**config.mk**
```make
export PLATFORM = sky130hd
export DESIGN_NAME = vga_ball_renderer_flat
export DESIGN_NICKNAME = d
export VERILOG_FILES = /design/src/rtl/vga_pkg.sv /design/src/rtl/vga_ball_renderer_if.sv /design/src/rtl/vga_timing.sv /design/src/rtl/vga_ball_renderer.sv /design/src/flat_wrapper.sv
export SDC_FILE = /design/constraint.sdc
export NUM_CORES = 1
export LEC_CHECK = 0
export BUFFER_PORTS_ARGS = -buffer_cell sky130_fd_sc_hd__buf_2
export CORE_MARGIN = 8
export CORE_UTILIZATION = 45
export CTS_BUF_LIST = sky130_fd_sc_hd__clkbuf_4
export DETAILED_ROUTE_END_ITERATION = 7
export GPL_ROUTABILITY_DRIVEN = 1
export PLACE_DENSITY = 0.63
export SYNTH_ARGS = -nofsm -noshare
export SYNTH_HDL_FRONTEND = slang
export SYNTH_SLANG_ARGS = --single-unit
```
**constraint.sdc**
```tcl
create_clock -name clock -period 3.86 [get_ports clock]
set_input_delay 0 -clock clock [delete_from_list [all_inputs] [get_ports clock]]
set_output_delay 0 -clock clock [all_outputs]
set_load 0.1 [all_outputs]
```
**src/rtl/vga_pkg.sv**
```systemverilog
// Shared timing constants, winner encoding and colour definitions for the VGA ball renderer.
package vga_pkg;

    localparam int unsigned PIX_DIV   = 4;
    localparam int unsigned H_VIS     = 640;
    localparam int unsigned H_FP      = 16;
    localparam int unsigned H_SYNC    = 96;
    localparam int unsigned H_BP      = 48;
    localparam int unsigned V_VIS     = 480;
    localparam int unsigned V_FP      = 10;
    localparam int unsigned V_SYNC    = 2;
    localparam int unsigned V_BP      = 33;
    localparam int unsigned BALL_SIZE = 8;

    localparam int unsigned H_TOTAL  = H_VIS + H_FP + H_SYNC + H_BP;
    localparam int unsigned V_TOTAL  = V_VIS + V_FP + V_SYNC + V_BP;
    localparam int unsigned HS_START = H_VIS + H_FP;
    localparam int unsigned HS_END   = HS_START + H_SYNC - 1;
    localparam int unsigned VS_START = V_VIS + V_FP;
    localparam int unsigned VS_END   = VS_START + V_SYNC - 1;

    // Counter width covers both 0..799 and 0..524.
    localparam int unsigned CNT_W = 10;

    typedef enum logic [1:0] {
        WinNone = 2'd0,
        WinP1   = 2'd1,
        WinP2   = 2'd2,
        WinRsvd = 2'd3
    } winner_e;

    typedef struct packed {
        logic [3:0] r;
        logic [3:0] g;
        logic [3:0] b;
    } rgb_t;

    localparam rgb_t RGB_BLACK = '{r: 4'h0, g: 4'h0, b: 4'h0};
    localparam rgb_t RGB_BALL  = '{r: 4'hF, g: 4'hF, b: 4'hF};
    localparam rgb_t BG_NONE   = '{r: 4'h0, g: 4'h0, b: 4'h0};
    localparam rgb_t BG_P1     = '{r: 4'h8, g: 4'h0, b: 4'h0};
    localparam rgb_t BG_P2     = '{r: 4'h0, g: 4'h0, b: 4'h8};

    function automatic rgb_t bg_colour(input winner_e w);
        rgb_t c;
        unique case (w)
            WinP1:            c = BG_P1;
            WinP2:            c = BG_P2;
            WinNone, WinRsvd: c = BG_NONE;
            default:          c = BG_NONE;
        endcase
        return c;
    endfunction

endpackage

```
**src/rtl/vga_ball_renderer_if.sv**
```systemverilog
// Game-register inputs and VGA port outputs of the ball renderer.
interface vga_ball_renderer_if;

    logic [9:0] ball_x;
    logic [8:0] ball_y;
    logic [1:0] winner;
    logic [9:0] ball_xlim;
    logic [8:0] ball_ylim;
    logic       hsync;
    logic       vsync;
    logic [3:0] vga_r;
    logic [3:0] vga_g;
    logic [3:0] vga_b;
    logic       frame_tick;

    // Regfile / display side.
    modport master (
        output ball_x, ball_y, winner,
        input  ball_xlim, ball_ylim, hsync, vsync, vga_r, vga_g, vga_b, frame_tick
    );

    // Renderer side.
    modport slave (
        input  ball_x, ball_y, winner,
        output ball_xlim, ball_ylim, hsync, vsync, vga_r, vga_g, vga_b, frame_tick
    );

endinterface

```
**src/rtl/vga_timing.sv**
```systemverilog
// Pixel-enable divider, h/v raster counters, registered sync outputs and per-frame snapshot strobe.
module vga_timing
    import vga_pkg::*;
#(
    parameter int unsigned PIX_DIV = vga_pkg::PIX_DIV,
    parameter int unsigned H_VIS   = vga_pkg::H_VIS,
    parameter int unsigned H_FP    = vga_pkg::H_FP,
    parameter int unsigned H_SYNC  = vga_pkg::H_SYNC,
    parameter int unsigned H_BP    = vga_pkg::H_BP,
    parameter int unsigned V_VIS   = vga_pkg::V_VIS,
    parameter int unsigned V_FP    = vga_pkg::V_FP,
    parameter int unsigned V_SYNC  = vga_pkg::V_SYNC,
    parameter int unsigned V_BP    = vga_pkg::V_BP
) (
    input  logic             clock,
    input  logic             reset,
    output logic             pix_en,
    output logic [CNT_W-1:0] h,
    output logic [CNT_W-1:0] v,
    output logic             visible,
    output logic             snap,
    output logic             hsync,
    output logic             vsync,
    output logic             frame_tick
);

    localparam int unsigned DIV_W    = (PIX_DIV > 1) ? $clog2(PIX_DIV) : 1;
    localparam int unsigned H_TOT    = H_VIS + H_FP + H_SYNC + H_BP;
    localparam int unsigned V_TOT    = V_VIS + V_FP + V_SYNC + V_BP;
    localparam int unsigned HS_FIRST = H_VIS + H_FP;
    localparam int unsigned HS_LAST  = HS_FIRST + H_SYNC - 1;
    localparam int unsigned VS_FIRST = V_VIS + V_FP;
    localparam int unsigned VS_LAST  = VS_FIRST + V_SYNC - 1;

    logic [DIV_W-1:0] div_q;
    logic [CNT_W-1:0] h_q;
    logic [CNT_W-1:0] v_q;
    logic             hsync_q;
    logic             vsync_q;
    logic             tick_q;
    logic             h_last;
    logic             v_last;
    logic             in_hs;
    logic             in_vs;

    assign pix_en  = (div_q == DIV_W'(PIX_DIV - 1));
    assign h_last  = (h_q == CNT_W'(H_TOT - 1));
    assign v_last  = (v_q == CNT_W'(V_TOT - 1));
    assign in_hs   = (h_q >= CNT_W'(HS_FIRST)) && (h_q <= CNT_W'(HS_LAST));
    assign in_vs   = (v_q >= CNT_W'(VS_FIRST)) && (v_q <= CNT_W'(VS_LAST));
    assign visible = (h_q < CNT_W'(H_VIS)) && (v_q < CNT_W'(V_VIS));
    // First pixel of the first blanking line: safe point to sample new game state.
    assign snap    = pix_en && (h_q == '0) && (v_q == CNT_W'(V_VIS));

    always_ff @(posedge clock or negedge reset) begin
        if (!reset) begin
            div_q   <= '0;
            h_q     <= '0;
            v_q     <= '0;
            hsync_q <= 1'b1;
            vsync_q <= 1'b1;
            tick_q  <= 1'b0;
        end else begin
            tick_q <= snap;
            if (pix_en) begin
                div_q   <= '0;
                hsync_q <= !in_hs;
                vsync_q <= !in_vs;
                h_q     <= h_last ? '0 : h_q + CNT_W'(1);
                if (h_last) begin
                    v_q <= v_last ? '0 : v_q + CNT_W'(1);
                end
            end else begin
                div_q <= div_q + DIV_W'(1);
            end
        end
    end

    assign h          = h_q;
    assign v          = v_q;
    assign hsync      = hsync_q;
    assign vsync      = vsync_q;
    assign frame_tick = tick_q;

endmodule

```
**src/rtl/vga_ball_renderer.sv**
```systemverilog
// VGA ball renderer: frame-latched game state, ball hit test and registered colour output.
module vga_ball_renderer
    import vga_pkg::*;
#(
    parameter int unsigned PIX_DIV   = vga_pkg::PIX_DIV,
    parameter int unsigned H_VIS     = vga_pkg::H_VIS,
    parameter int unsigned H_FP      = vga_pkg::H_FP,
    parameter int unsigned H_SYNC    = vga_pkg::H_SYNC,
    parameter int unsigned H_BP      = vga_pkg::H_BP,
    parameter int unsigned V_VIS     = vga_pkg::V_VIS,
    parameter int unsigned V_FP      = vga_pkg::V_FP,
    parameter int unsigned V_SYNC    = vga_pkg::V_SYNC,
    parameter int unsigned V_BP      = vga_pkg::V_BP,
    parameter int unsigned BALL_SIZE = vga_pkg::BALL_SIZE
) (
    input logic                clock,
    input logic                reset,
    vga_ball_renderer_if.slave bus
);

    logic             pix_en;
    logic             visible;
    logic             snap;
    logic [CNT_W-1:0] h;
    logic [CNT_W-1:0] v;

    logic [9:0] sx_q;
    logic [8:0] sy_q;
    winner_e    sw_q;
    rgb_t       rgb_q;
    rgb_t       pix_rgb;

    logic [10:0] hx;
    logic [10:0] vx;
    logic [10:0] x0;
    logic [10:0] y0;
    logic        in_ball;

    vga_timing #(
        .PIX_DIV (PIX_DIV),
        .H_VIS   (H_VIS),
        .H_FP    (H_FP),
        .H_SYNC  (H_SYNC),
        .H_BP    (H_BP),
        .V_VIS   (V_VIS),
        .V_FP    (V_FP),
        .V_SYNC  (V_SYNC),
        .V_BP    (V_BP)
    ) u_timing (
        .clock      (clock),
        .reset      (reset),
        .pix_en     (pix_en),
        .h          (h),
        .v          (v),
        .visible    (visible),
        .snap       (snap),
        .hsync      (bus.hsync),
        .vsync      (bus.vsync),
        .frame_tick (bus.frame_tick)
    );

    assign bus.ball_xlim = 10'(H_VIS - BALL_SIZE);
    assign bus.ball_ylim = 9'(V_VIS - BALL_SIZE);

    // 11-bit compares so a ball near the right/bottom edge cannot wrap to column/row 0.
    assign hx      = {1'b0, h};
    assign vx      = {1'b0, v};
    assign x0      = {1'b0, sx_q};
    assign y0      = {2'b0, sy_q};
    assign in_ball = (hx >= x0) && (hx < x0 + 11'(BALL_SIZE)) &&
                     (vx >= y0) && (vx < y0 + 11'(BALL_SIZE));

    always_comb begin
        pix_rgb = RGB_BLACK;
        if (visible) begin
            pix_rgb = in_ball ? RGB_BALL : bg_colour(sw_q);
        end
    end

    always_ff @(posedge clock or negedge reset) begin
        if (!reset) begin
            sx_q  <= '0;
            sy_q  <= '0;
            sw_q  <= WinNone;
            rgb_q <= RGB_BLACK;
        end else begin
            if (snap) begin
                sx_q <= bus.ball_x;
                sy_q <= bus.ball_y;
                sw_q <= winner_e'(bus.winner);
            end
            if (pix_en) begin
                rgb_q <= pix_rgb;
            end
        end
    end

    assign bus.vga_r = rgb_q.r;
    assign bus.vga_g = rgb_q.g;
    assign bus.vga_b = rgb_q.b;

endmodule

```
**src/flat_wrapper.sv**
```systemverilog
// flat-port wrapper written by rule: the top's interface ports become plain ports
module vga_ball_renderer_flat import vga_pkg::*;
#(
    parameter int unsigned PIX_DIV   = vga_pkg::PIX_DIV,
    parameter int unsigned H_VIS     = vga_pkg::H_VIS,
    parameter int unsigned H_FP      = vga_pkg::H_FP,
    parameter int unsigned H_SYNC    = vga_pkg::H_SYNC,
    parameter int unsigned H_BP      = vga_pkg::H_BP,
    parameter int unsigned V_VIS     = vga_pkg::V_VIS,
    parameter int unsigned V_FP      = vga_pkg::V_FP,
    parameter int unsigned V_SYNC    = vga_pkg::V_SYNC,
    parameter int unsigned V_BP      = vga_pkg::V_BP,
    parameter int unsigned BALL_SIZE = vga_pkg::BALL_SIZE
)
  (clock, reset, bus_ball_x, bus_ball_y, bus_winner, bus_ball_xlim, bus_ball_ylim, bus_hsync, bus_vsync, bus_vga_r, bus_vga_g, bus_vga_b, bus_frame_tick);
  vga_ball_renderer_if bus_i ();
  input logic clock;
  input logic reset;
  input wire logic [$bits(bus_i.ball_x)-1:0] bus_ball_x;
  input wire logic [$bits(bus_i.ball_y)-1:0] bus_ball_y;
  input wire logic [$bits(bus_i.winner)-1:0] bus_winner;
  output wire logic [$bits(bus_i.ball_xlim)-1:0] bus_ball_xlim;
  output wire logic [$bits(bus_i.ball_ylim)-1:0] bus_ball_ylim;
  output wire logic [$bits(bus_i.hsync)-1:0] bus_hsync;
  output wire logic [$bits(bus_i.vsync)-1:0] bus_vsync;
  output wire logic [$bits(bus_i.vga_r)-1:0] bus_vga_r;
  output wire logic [$bits(bus_i.vga_g)-1:0] bus_vga_g;
  output wire logic [$bits(bus_i.vga_b)-1:0] bus_vga_b;
  output wire logic [$bits(bus_i.frame_tick)-1:0] bus_frame_tick;
  assign bus_i.ball_x = bus_ball_x;
  assign bus_i.ball_y = bus_ball_y;
  assign bus_i.winner = bus_winner;
  assign bus_ball_xlim = bus_i.ball_xlim;
  assign bus_ball_ylim = bus_i.ball_ylim;
  assign bus_hsync = bus_i.hsync;
  assign bus_vsync = bus_i.vsync;
  assign bus_vga_r = bus_i.vga_r;
  assign bus_vga_g = bus_i.vga_g;
  assign bus_vga_b = bus_i.vga_b;
  assign bus_frame_tick = bus_i.frame_tick;
  vga_ball_renderer #(.PIX_DIV(PIX_DIV), .H_VIS(H_VIS), .H_FP(H_FP), .H_SYNC(H_SYNC), .H_BP(H_BP), .V_VIS(V_VIS), .V_FP(V_FP), .V_SYNC(V_SYNC), .V_BP(V_BP), .BALL_SIZE(BALL_SIZE)) u_core (.clock(clock), .reset(reset), .bus(bus_i));
endmodule
```
## Word-level counts from Yosys, hierarchy flattened

Index checks and enable logic that the tools add are counted.
W data, S select, Z words.

| word-level totals | value |
|---|---|
| register bits after elaboration | 58 |
| input port bits | 23 |
| output and inout port bits | 34 |

| operators by class | value |
|---|---|
| add/subtract/negate cells | 5 |
| magnitude comparators | 10 |
| eq/ne operators | 7 |
| mux-type cells | 6 |
| reduce and logical (&&, ||, !) cells | 14 |

Operator list:

| operator | number |
|---|---|
| $pmux W12 S3 | 1 |
| $mux W12 | 2 |
| $lt A10 B11 Y1 | 2 |
| $add A10 B1 Y10 const B | 2 |
| $eq A10 B10 Y1 const B | 2 |
| $mux W10 | 2 |
| $add A10 B4 Y11 const B | 1 |
| $add A9 B4 Y10 const B | 1 |
| $eq A10 B9 Y1 const B | 1 |
| $ge A10 B10 Y1 | 1 |
| $ge A10 B10 Y1 const B | 1 |
| $ge A10 B9 Y1 | 1 |
| $ge A10 B9 Y1 const B | 1 |
| $le A10 B10 Y1 const B | 1 |
| $le A10 B9 Y1 const B | 1 |
| $logic_not A10 Y1 | 1 |
| $lt A10 B10 Y1 const B | 1 |
| $lt A10 B9 Y1 const B | 1 |
| $logic_and A1 B1 Y1 | 8 |
| $eq A2 B2 Y1 const B | 3 |
| $add A2 B1 Y2 const B | 1 |
| $eq A2 B1 Y1 const B | 1 |
| $logic_not A1 Y1 | 2 |
| $logic_not A2 Y1 | 1 |
| other kinds (3) | 3 |

## Longest topological paths before layout

Gate-level depths: netlist (run 1).

| depth | value |
|---|---|
| word-level depth | 7 |
| gate-level depth with buffers | 11 |
| depth with buffers taken out | 11 |

## Cells and area by module

Synthesis (run 1) repeated with hierarchy kept, for this count alone.

| unflattened totals | value |
|---|---|
| cell total of the unflattened synthesis | 363 |
| area, all modules | 3382.0 µm² |

By module, submodules not included:

| module | instances | cells an instance | area an instance (µm²) | seq. area each (µm²) |
|---|---|---|---|---|
| vga_ball_renderer | 1 | 236 | 2060.7 | 600.6 |
| vga_timing | 1 | 127 | 1321.3 | 628.1 |

## Worst setup path after synthesis (run 1)

OpenSTA, ideal clock, no wires.

| timing path | value |
|---|---|
| kind | reg-to-reg |
| start point | register u_core.sy_q[5] |
| end point | register u_core.rgb_q (netlist bit u_core.bus.vga_b[3]) |
| setup time | 0.083 ns |
| arrival time | 1.976 ns |
| required time | 3.777 ns |
| slack | 1.802 ns |
| stages on the path, launching flop included | 12 |
| path buffers | 0 |
| period minus slack after synthesis | 2.058 ns |
| path through | dfrtp_1 inv_1 nor3_1 nand3_1 xnor2_1 ha_1 nand3_1 nor2_1 o2111ai_1 o2111ai_1 a2111o_1 o21ai_0 |

| between the ends | value |
|---|---|
| word-level cells in the longest chain between the ends | 5 |
| elaborated cells on any way between the ends | 7 |
| classes of those cells | add/sub (1); order compare (2); mux (2); reduce/logical (2) |

Ends and longest elaborated chain:

| element | line | source |
|---|---|---|
| start: declaration | vga_ball_renderer.sv:28 | `logic [8:0] sy_q;` |
| start signal: assignment | vga_ball_renderer.sv:89 | `sy_q <= bus.ball_y;` |
| $add A9 B4 Y10 or $ge A10 B9 Y1 (tied branches) | vga_ball_renderer.sv:71 | `(vx >= y0) && (vx < y0 + 11'(BALL_SIZE));` |
| $lt A10 B11 Y1 or $logic_and A1 B1 Y1 (tied branches) | vga_ball_renderer.sv:71, vga_ball_renderer.sv:70 |  |
| $logic_and A1 B1 Y1 (*) | vga_ball_renderer.sv:71 |  |
| $mux W12 (*) | vga_ball_renderer.sv:76 | `pix_rgb = in_ball ? RGB_BALL : bg_colour(sw_q);` |
| $mux W12 (*) | vga_ball_renderer.sv:75 | `if (visible) begin` |
| end signal: assignment | vga_ball_renderer.sv:93 | `rgb_q <= pix_rgb;` |
| end: declaration | vga_ball_renderer.sv:30 | `rgb_t rgb_q;` |

Mark *: on every way between the ends. The rest lies on a longest branch, timed or not.
A chain may end at the register's enable or synchronous reset.

## Worst setup path in the final report (run 1)

| timing path | value |
|---|---|
| start point | register u_core.u_timing.div_q[0] |
| end point | register u_core.sy_q[0] |

| between the ends | value |
|---|---|
| word-level cells in the longest chain between the ends | 3 |

Ends and longest elaborated chain:

| element | line | source |
|---|---|---|
| start: declaration | vga_timing.sv:35 | `logic [DIV_W-1:0] div_q;` |
| start signal: assignment | vga_timing.sv:74 | `div_q <= div_q + DIV_W'(1);` |
| $eq A2 B2 Y1 | vga_timing.sv:46 | `assign pix_en = (div_q == DIV_W'(PIX_DIV - 1));` |
| $logic_and A1 B1 Y1 (2 in a row) | vga_timing.sv:53 | `assign snap = pix_en && (h_q == '0) && (v_q == CNT_W'(V_VIS));` |

No other way between the ends.

==> results.tsv, run 1 <==
metric	value	unit
async_flop_share	100	%
grt_pass1_vias	2582	
cts_resized	0	
remaining_drc_errors	0	
totalPowerFinal	864	µW
synth_top_family_by_area	simple AND/OR/NAND/NOR gates	
vias_per_cell	5.03	
synth_compound_area_share	13.8	%
end_kind	flip-flop	
yosys_warnings	0	
cts_hold_buffers	22	
avgSynthCellArea	9.15	µm²
synth_cell_types	43	
p_sw	254	µW
synthAdderAreaFrac	15.6	%
rsz0062_at_grt	no	
ir_drop	0.0974	mV
setup-violations-final	0	
wl_met2	3.17	mm
synth_mux_area_share	0.684	%
ctsHtreeMaxLevel	2	
fmax	0.368	GHz
layout_min_cycle_time	2720	ps
fin_crit_sh	70.5	%
clkPwrFrac	26.8	%
cts-root-buf	clkbuf_4	
arrival	2990	ps
max_slew_margin	48.7	%
worstSetupPathType	reg -> reg	
p_comb_share	13.8	%
clock_skew	15.6	ps
nets	473	
grt_max_degree	50	
wl_per_cell	14.1	µm
switching_share	29.4	%
synth_largest_area_cell	dfrtp_1	
worst-path-stages	6	
path_cells	ha_1, inv_1, nor2_1, or4b_4, nor2_4, mux2_2	
grt_pass1_wl	12.3	mm
intPower	610	µW
synthXorXnorAreaFrac	5.32	%
area_growth_syn_to_layout	12.3	%
diodes	0	
io_pins	57	
register_area	1230	µm²
synth_ff_type	dfrtp_1	
synthSimpleGateAreaFrac	16.1	%
hold_ws	253	ps
required	4130	ps
io_buffers	37	
clk_path_buf_depth	2	
highest_layer	met4	
wl	7.19	mm
worstMarginPinSlew	767	ps
netlist_area	3290	µm²
multi_input_area	1770	µm²
post_cts_buffers	0	
utilization	51.6	%
max_stage_delay	630	ps
fp.dieArea	10300	µm²
cts_buffers	5	
seq_power_share	59.4	%
cp_slowest_cell	nor2_4	
start_util	45.9	%
gr-usage-all-layers	14.9	%
holdCritPathClass	in -> async	
synth_edf_count	0	
dieWidth	102	µm
drtPass1Iterations	4	
powerDensity	234	nW/µm²
fill_cells	692	
met3_wirelength	373	µm
hold_viol_final	0	
antenna_found_initial	0	
ys_ff_latch	49	
maxCapViolations	0	
fp-row-count	31	
drt-met1-wl	3.53	mm
cp-start-kind	flip-flop	
place_congestion	0.839	
status	completed	
cp.buffers_inverters	1	
drive_gt1_share	12.7	%
worst-r2r-cell-count	6	
synth_area_leaders	dfrtp_1 36%, ha_1 16%, buf_4 6.6%	
postRouteAntennaNets	0	
core	7180	µm²
cp_max_fo	41	
cts.sinks	49	
cts_tree	done	
ys_seq_area_share	37.3	%
cpLargestDelayFamily	simple AND/OR/NAND/NOR gates	
grt_overflow	0	
path_clk_slew	150	ps
p_leak	0.00185	µW
die_h	102	µm
hpwlAfterDp	5.28	mm
clk_latency	360	ps
finalMaxSlewViolations	0	
synth_top_area_share	35.7	%
dr_total_vias	2556	
synth_cells	360	
first_iter_violations	97	
tns	0	ps
-- power by group through the flow --
stage | Sequential, µW | Combinational [µW] | Clock [µW]
after global routing | 514 | 126 | 265
after floorplan | 523 | 95.1 | 0
after global placement | 523 | 102 | 0
final | 513 | 120 | 231
after detailed placement | 523 | 102 | 0
after CTS | 514 | 120 | 242
-- cell usage after synthesis (7+ instances only) --
cell type  count
a21oi_1       14
ha_1          41
and3_1         7
xnor2_1       17
o21ai_0       41
nand3_1       13
buf_4         29
nand2_1       38
nor2_1        13
inv_1         30
dfrtp_1       47
nor3_1         7
-- registers in the layout (all words and copies together) (netlist names), 2 cells and up --
name	count
u_core.bus.vga_b	2
u_core.sw_q	2
u_core.sx_q	10
u_core.sy_q	9
u_core.u_timing.div_q	2
u_core.u_timing.h	10
u_core.u_timing.v	10
-- kinds of logic after synthesis --
logic type | count (synthesis)
XOR/XNOR | 20
AND/OR/NAND/NOR | 103
flip-flops | 49
multiplexers | 2
other | 2
adder cells (fa/ha/maj) | 41
buffers and inverters | 66
AO/OA/AOI/OAI | 77
-- cell type report --
| type | instances | area share [%] |
|---|---|---|
| Inverter | 30 | 3.04 |
| Clock inverter | 1 | 0.101 |
| Sequential cell | 49 | 33.2 |
| Multi-Input combinational cell | 262 | 47.7 |
| Clock buffer | 6 | 1.22 |
| Tap cell | 99 | 3.35 |
| Timing Repair Buffer | 61 | 11.4 |
-- worst min-delay path: stages --
cell and delay, ps:
dlygate4sd3_1 520, buf_2 90, buf_4 500
-- layout by cell type (no fill, tap or decap), drive strengths merged, types with 4 or more instances in the layout --
| master | netlist | layout |
|---|---|---|
| dfrtp | 47 | 47 |
| o21ai | 41 | 41 |
| ha | 41 | 41 |
| buf | 34 | 39 |
| nand2 | 38 | 38 |
| inv | 30 | 30 |
| dlygate4sd3 | 0 | 22 |
| conb | 2 | 19 |
| xnor2 | 17 | 17 |
| a21oi | 14 | 14 |
| nor2 | 14 | 14 |
| nand3 | 13 | 13 |
| and3 | 7 | 7 |
| nor3 | 7 | 7 |
| clkbuf | 2 | 6 |
| nand4 | 6 | 6 |
| nand2b | 5 | 5 |
| a211oi | 4 | 4 |
-- through the flow --
step	cell area, µm²	setup WS (ps)	instances
6_report	3700	1140	508
5_1_grt	3700	907	508
4_1_cts	3700	1130	508
3_5_place_dp	3430	1150	479
3_3_place_gp	3430	1200	479
2_1_floorplan	3360	1800	377
-- routing by layer --
metal | GRT usage (%) | up-vias
met2 | 24.2 | 68
met3 | 2.20 | 8
met4 | 4.81 | 0
met5 | 0 | -
li1 | - | 1301
met1 | 19.7 | 1179
-- worst paths after layout --
kind,startpoint,to,slack [ps]
setup reg to reg,u_core.u_timing.div_q[0]$_DFF_PN0_,u_core.sy_q[0]$_DFFE_PN0P_,1140
hold reg to reg,u_core.u_timing.div_q[0]$_DFF_PN0_,u_core.u_timing.div_q[0]$_DFF_PN0_,440
setup / recovery,u_core.u_timing.div_q[0]$_DFF_PN0_,u_core.sy_q[0]$_DFFE_PN0P_,1140
max in group asynchronous,reset,u_core.sy_q[8]$_DFFE_PN0P_,3180
min in group clock,bus_ball_x[6],u_core.sx_q[6]$_DFFE_PN0P_,360
hold / removal,reset,u_core.sx_q[2]$_DFFE_PN0P_,250
No activity file was read; power rests on OpenSTA's default activity.
==> run 2, diff against run 1 <==
--- a/config.mk
+++ b/config.mk
@@ -5,6 +5,7 @@
 export SDC_FILE = /design/constraint.sdc
 export NUM_CORES = 1
 export LEC_CHECK = 0
+export ABC_AREA = 1
 export BUFFER_PORTS_ARGS = -buffer_cell sky130_fd_sc_hd__buf_2
 export CORE_MARGIN = 8
 export CORE_UTILIZATION = 45
==> constraint.sdc (replaced) <==
create_clock -name clock -period 2.7 [get_ports clock]
set_input_delay 0 -clock clock [delete_from_list [all_inputs] [get_ports clock]]
set_output_delay 0 -clock clock [all_outputs]
set_load 0.1 [all_outputs]
==> results.tsv, run 2 <==
metric	value	unit
status	completed	
layout_commonest_cell	nand2_1	
clock_skew	12.2	ps
dieWidth	106	µm
synthTopCellsByCount	142 x nand2_1, 59 x inv_1, 47 x dfrtp_1	
cp_slowest_cell	dfrtp_1	
synth_cells	478	
die_h	106	µm
cp_max_fo	5	
layout_min_cycle_time	2010	ps
wl	7.97	mm
dr_total_vias	3079	
first_iter_violations	100	
vias_per_cell	4.86	
ir_drop	0.168	mV
reg2reg_setup_slack	690	ps
synth_edf_count	0	
synth_top_area_share	32.6	%
hold_viol_final	0	
setup-violations-final	0	
wl_per_cell	12.6	µm
postRouteAntennaNets	0	
cp.buffers_inverters	1	
hold_depth	4	
grt_overflow	0	
cts_tree	done	
cp-start-kind	flip-flop	
max_slew_margin	26.8	%
grt_pass1_vias	3032	
cpLargestDelayFamily	simple AND/OR/NAND/NOR gates	
clk_latency	370	ps
place_congestion	0.842	
fp-row-count	32	
holdCritPathClass	in -> reg	
clk_path_buf_depth	2	
fin_crit_sh	74.4	%
antenna_found_initial	0	
rr_startpoint	u_core.sy_q[3]$_DFFE_PN0P_	
async_flop_share	100	%
max_stage_delay	450	ps
area_growth_syn_to_layout	12.0	%
synth_largest_area_cell	dfrtp_1	
post_cts_buffers	0	
synth_cell_types	35	
synth.most_common_cell	nand2_1	
holdCritStartpoint	bus_ball_y[3]	
hpwlAfterDp	6.04	mm
path_clk_slew	150	ps
ys_ff_latch	49	
nets	595	
cts-root-buf	clkbuf_4	
netlist_area	3610	µm²
remaining_drc_errors	0	
path_cells	ha_1, nand3_1, nor2_1, nand2_1, ha_1, inv_1, nor2_1, and3_1, nand2_1, nand2_1, nor2_1, nand3_1, nand2_1	
diodes	0	
fill_cells	757	
powerDensity	313	nW/µm²
worstSetupPathType	reg -> reg	
grt_pass1_wl	13.6	mm
cts_resized	0	
worst-r2r-cell-count	13	
avgSynthCellArea	7.55	µm²
cts_hold_buffers	22	
io_buffers	37	
required	2970	ps
cts_buffers	5	
arrival	2280	ps
path_common_cell	nand2_1	
drtPass1Iterations	4	
fmax	0.498	GHz
worstMarginPinSlew	1100	ps
start_util	46.5	%
gr-usage-all-layers	14.8	%
maxCapViolations	0	
end_kind	flip-flop	
layout_common_cells	142 x nand2_1, 59 x inv_1, 47 x dfrtp_1, 41 x ha_1, 37 x buf_2	
finalMaxSlewViolations	0	
hold_ws	347	ps
worstHoldEndpoint	u_core.sy_q[3]$_DFFE_PN0P_	
cts.sinks	49	
fp.dieArea	11100	µm²
p_leak	0.00232	µW
io_pins	57	
synth_ff_type	dfrtp_1	
ctsHtreeMaxLevel	2	
ys_seq_area_share	34.0	%
core	7770	µm²
grt_max_degree	50	
tns	0	ps
synth_area_leaders	dfrtp_1 33%, nand2_1 15%, ha_1 14%	
drive_gt1_share	12.2	%
yosys_warnings	0	
rsz0062_at_grt	no	
r2r-end	u_core.bus.vga_b[3]$_DFFE_PN0P_	
## run 2: cell types whose count changed after synthesis, sizes merged, moves of 5 or more
| cell | change |
|---|---|
| nand2 | +105 |
| inv | +36 |
| o21ai | -25 |
| nor2 | +16 |
| nand3 | +15 |
| xnor2 | -13 |
| xor2 | +13 |
| and3 | -5 |
| nand2b | -5 |
## run 2: worst max-delay path by stage
| stage | startpoint | endpoint | slack [ps] | cells after the start |
|---|---|---|---|---|
| final | u_core.sy_q[3]$_DFFE_PN0P_ | u_core.bus.vga_b[3]$_DFFE_PN0P_ | 690 | 13 |
| after global routing | u_core.sy_q[3]$_DFFE_PN0P_ | u_core.bus.vga_b[2]$_DFFE_PN0P_ | 470 | 13 |
| after CTS | u_core.sy_q[3]$_DFFE_PN0P_ | u_core.bus.vga_b[2]$_DFFE_PN0P_ | 690 | 13 |
| after detailed placement | u_core.sx_q[3]$_DFFE_PN0P_ | u_core.bus.vga_b[3]$_DFFE_PN0P_ | 710 | 12 |
| after global placement | u_core.sy_q[5]$_DFFE_PN0P_ | u_core.bus.vga_r[3]$_DFFE_PN0P_ | 780 | 13 |
| after floorplan | u_core.sx_q[3]$_DFFE_PN0P_ | u_core.bus.vga_b[2]$_DFFE_PN0P_ | 890 | 12 |
## run 2: cell type report
type | count | area (µm²) | area share, %
Multi-Input combinational cell | 345 | 1940 | 48.1
Sequential cell | 49 | 1230 | 30.4
Timing Repair Buffer | 63 | 435 | 10.8
Inverter | 67 | 251 | 6.22
Tap cell | 102 | 128 | 3.16
Clock buffer | 7 | 52.6 | 1.30
Clock inverter | 1 | 3.75 | 0.0929
## run 2: stage by stage
stage                     power (µW)  utilization [%]  area, µm²  std cells  worst slack, ps
after global placement           894             48.5       3770        604              783
after floorplan                  884                -       3670        495              886
after CTS                       1290             52.0       4040        634              690
final                           1260             52.0       4040        634              692
after detailed placement         894             48.5       3770        604              706
after global routing            1310             52.0       4040        634              470
## run 2: where the power goes
group	switching (µW)	leakage (µW)	internal, µW
Sequential	0	0.000554	734
Combinational	138	0.00173	33.4
Clock	238	0.0000338	121
Total	375	0.00232	889
## run 2: layer usage
layer,vias up,wire (µm),global-route usage (%)
li1,1580,-,-
met1,1391,3750,18.8
met2,94,3590,24.6
met3,14,491,2.74
met4,0,140,5.53
met5,-,0,0
## run 2: kinds of logic (layout without fill, tap and decap cells)
group                    after synthesis  after routing  share of synthesized area [%]
buffers and inverters                101            138                           13.9
flip-flops                            49             49                           34.0
XOR/XNOR                              20             20                           4.85
adder cells (fa/ha/maj)               41             41                           14.2
other                                  2             19                          0.208
AND/OR/NAND/NOR                      228            228                           27.1
AO/OA/AOI/OAI                         37             37                           5.65
## run 2: worst register-to-register path: stages (launching register included)
cell     delay (ps)
dfrtp_1         450
ha_1            210
nand3_1         110
nor2_1          110
nand2_1          60
ha_1            290
inv_1            40
nor2_1          160
and3_1          170
nand2_1          50
nand2_1          60
nor2_1           40
nand3_1         100
nand2_1          70
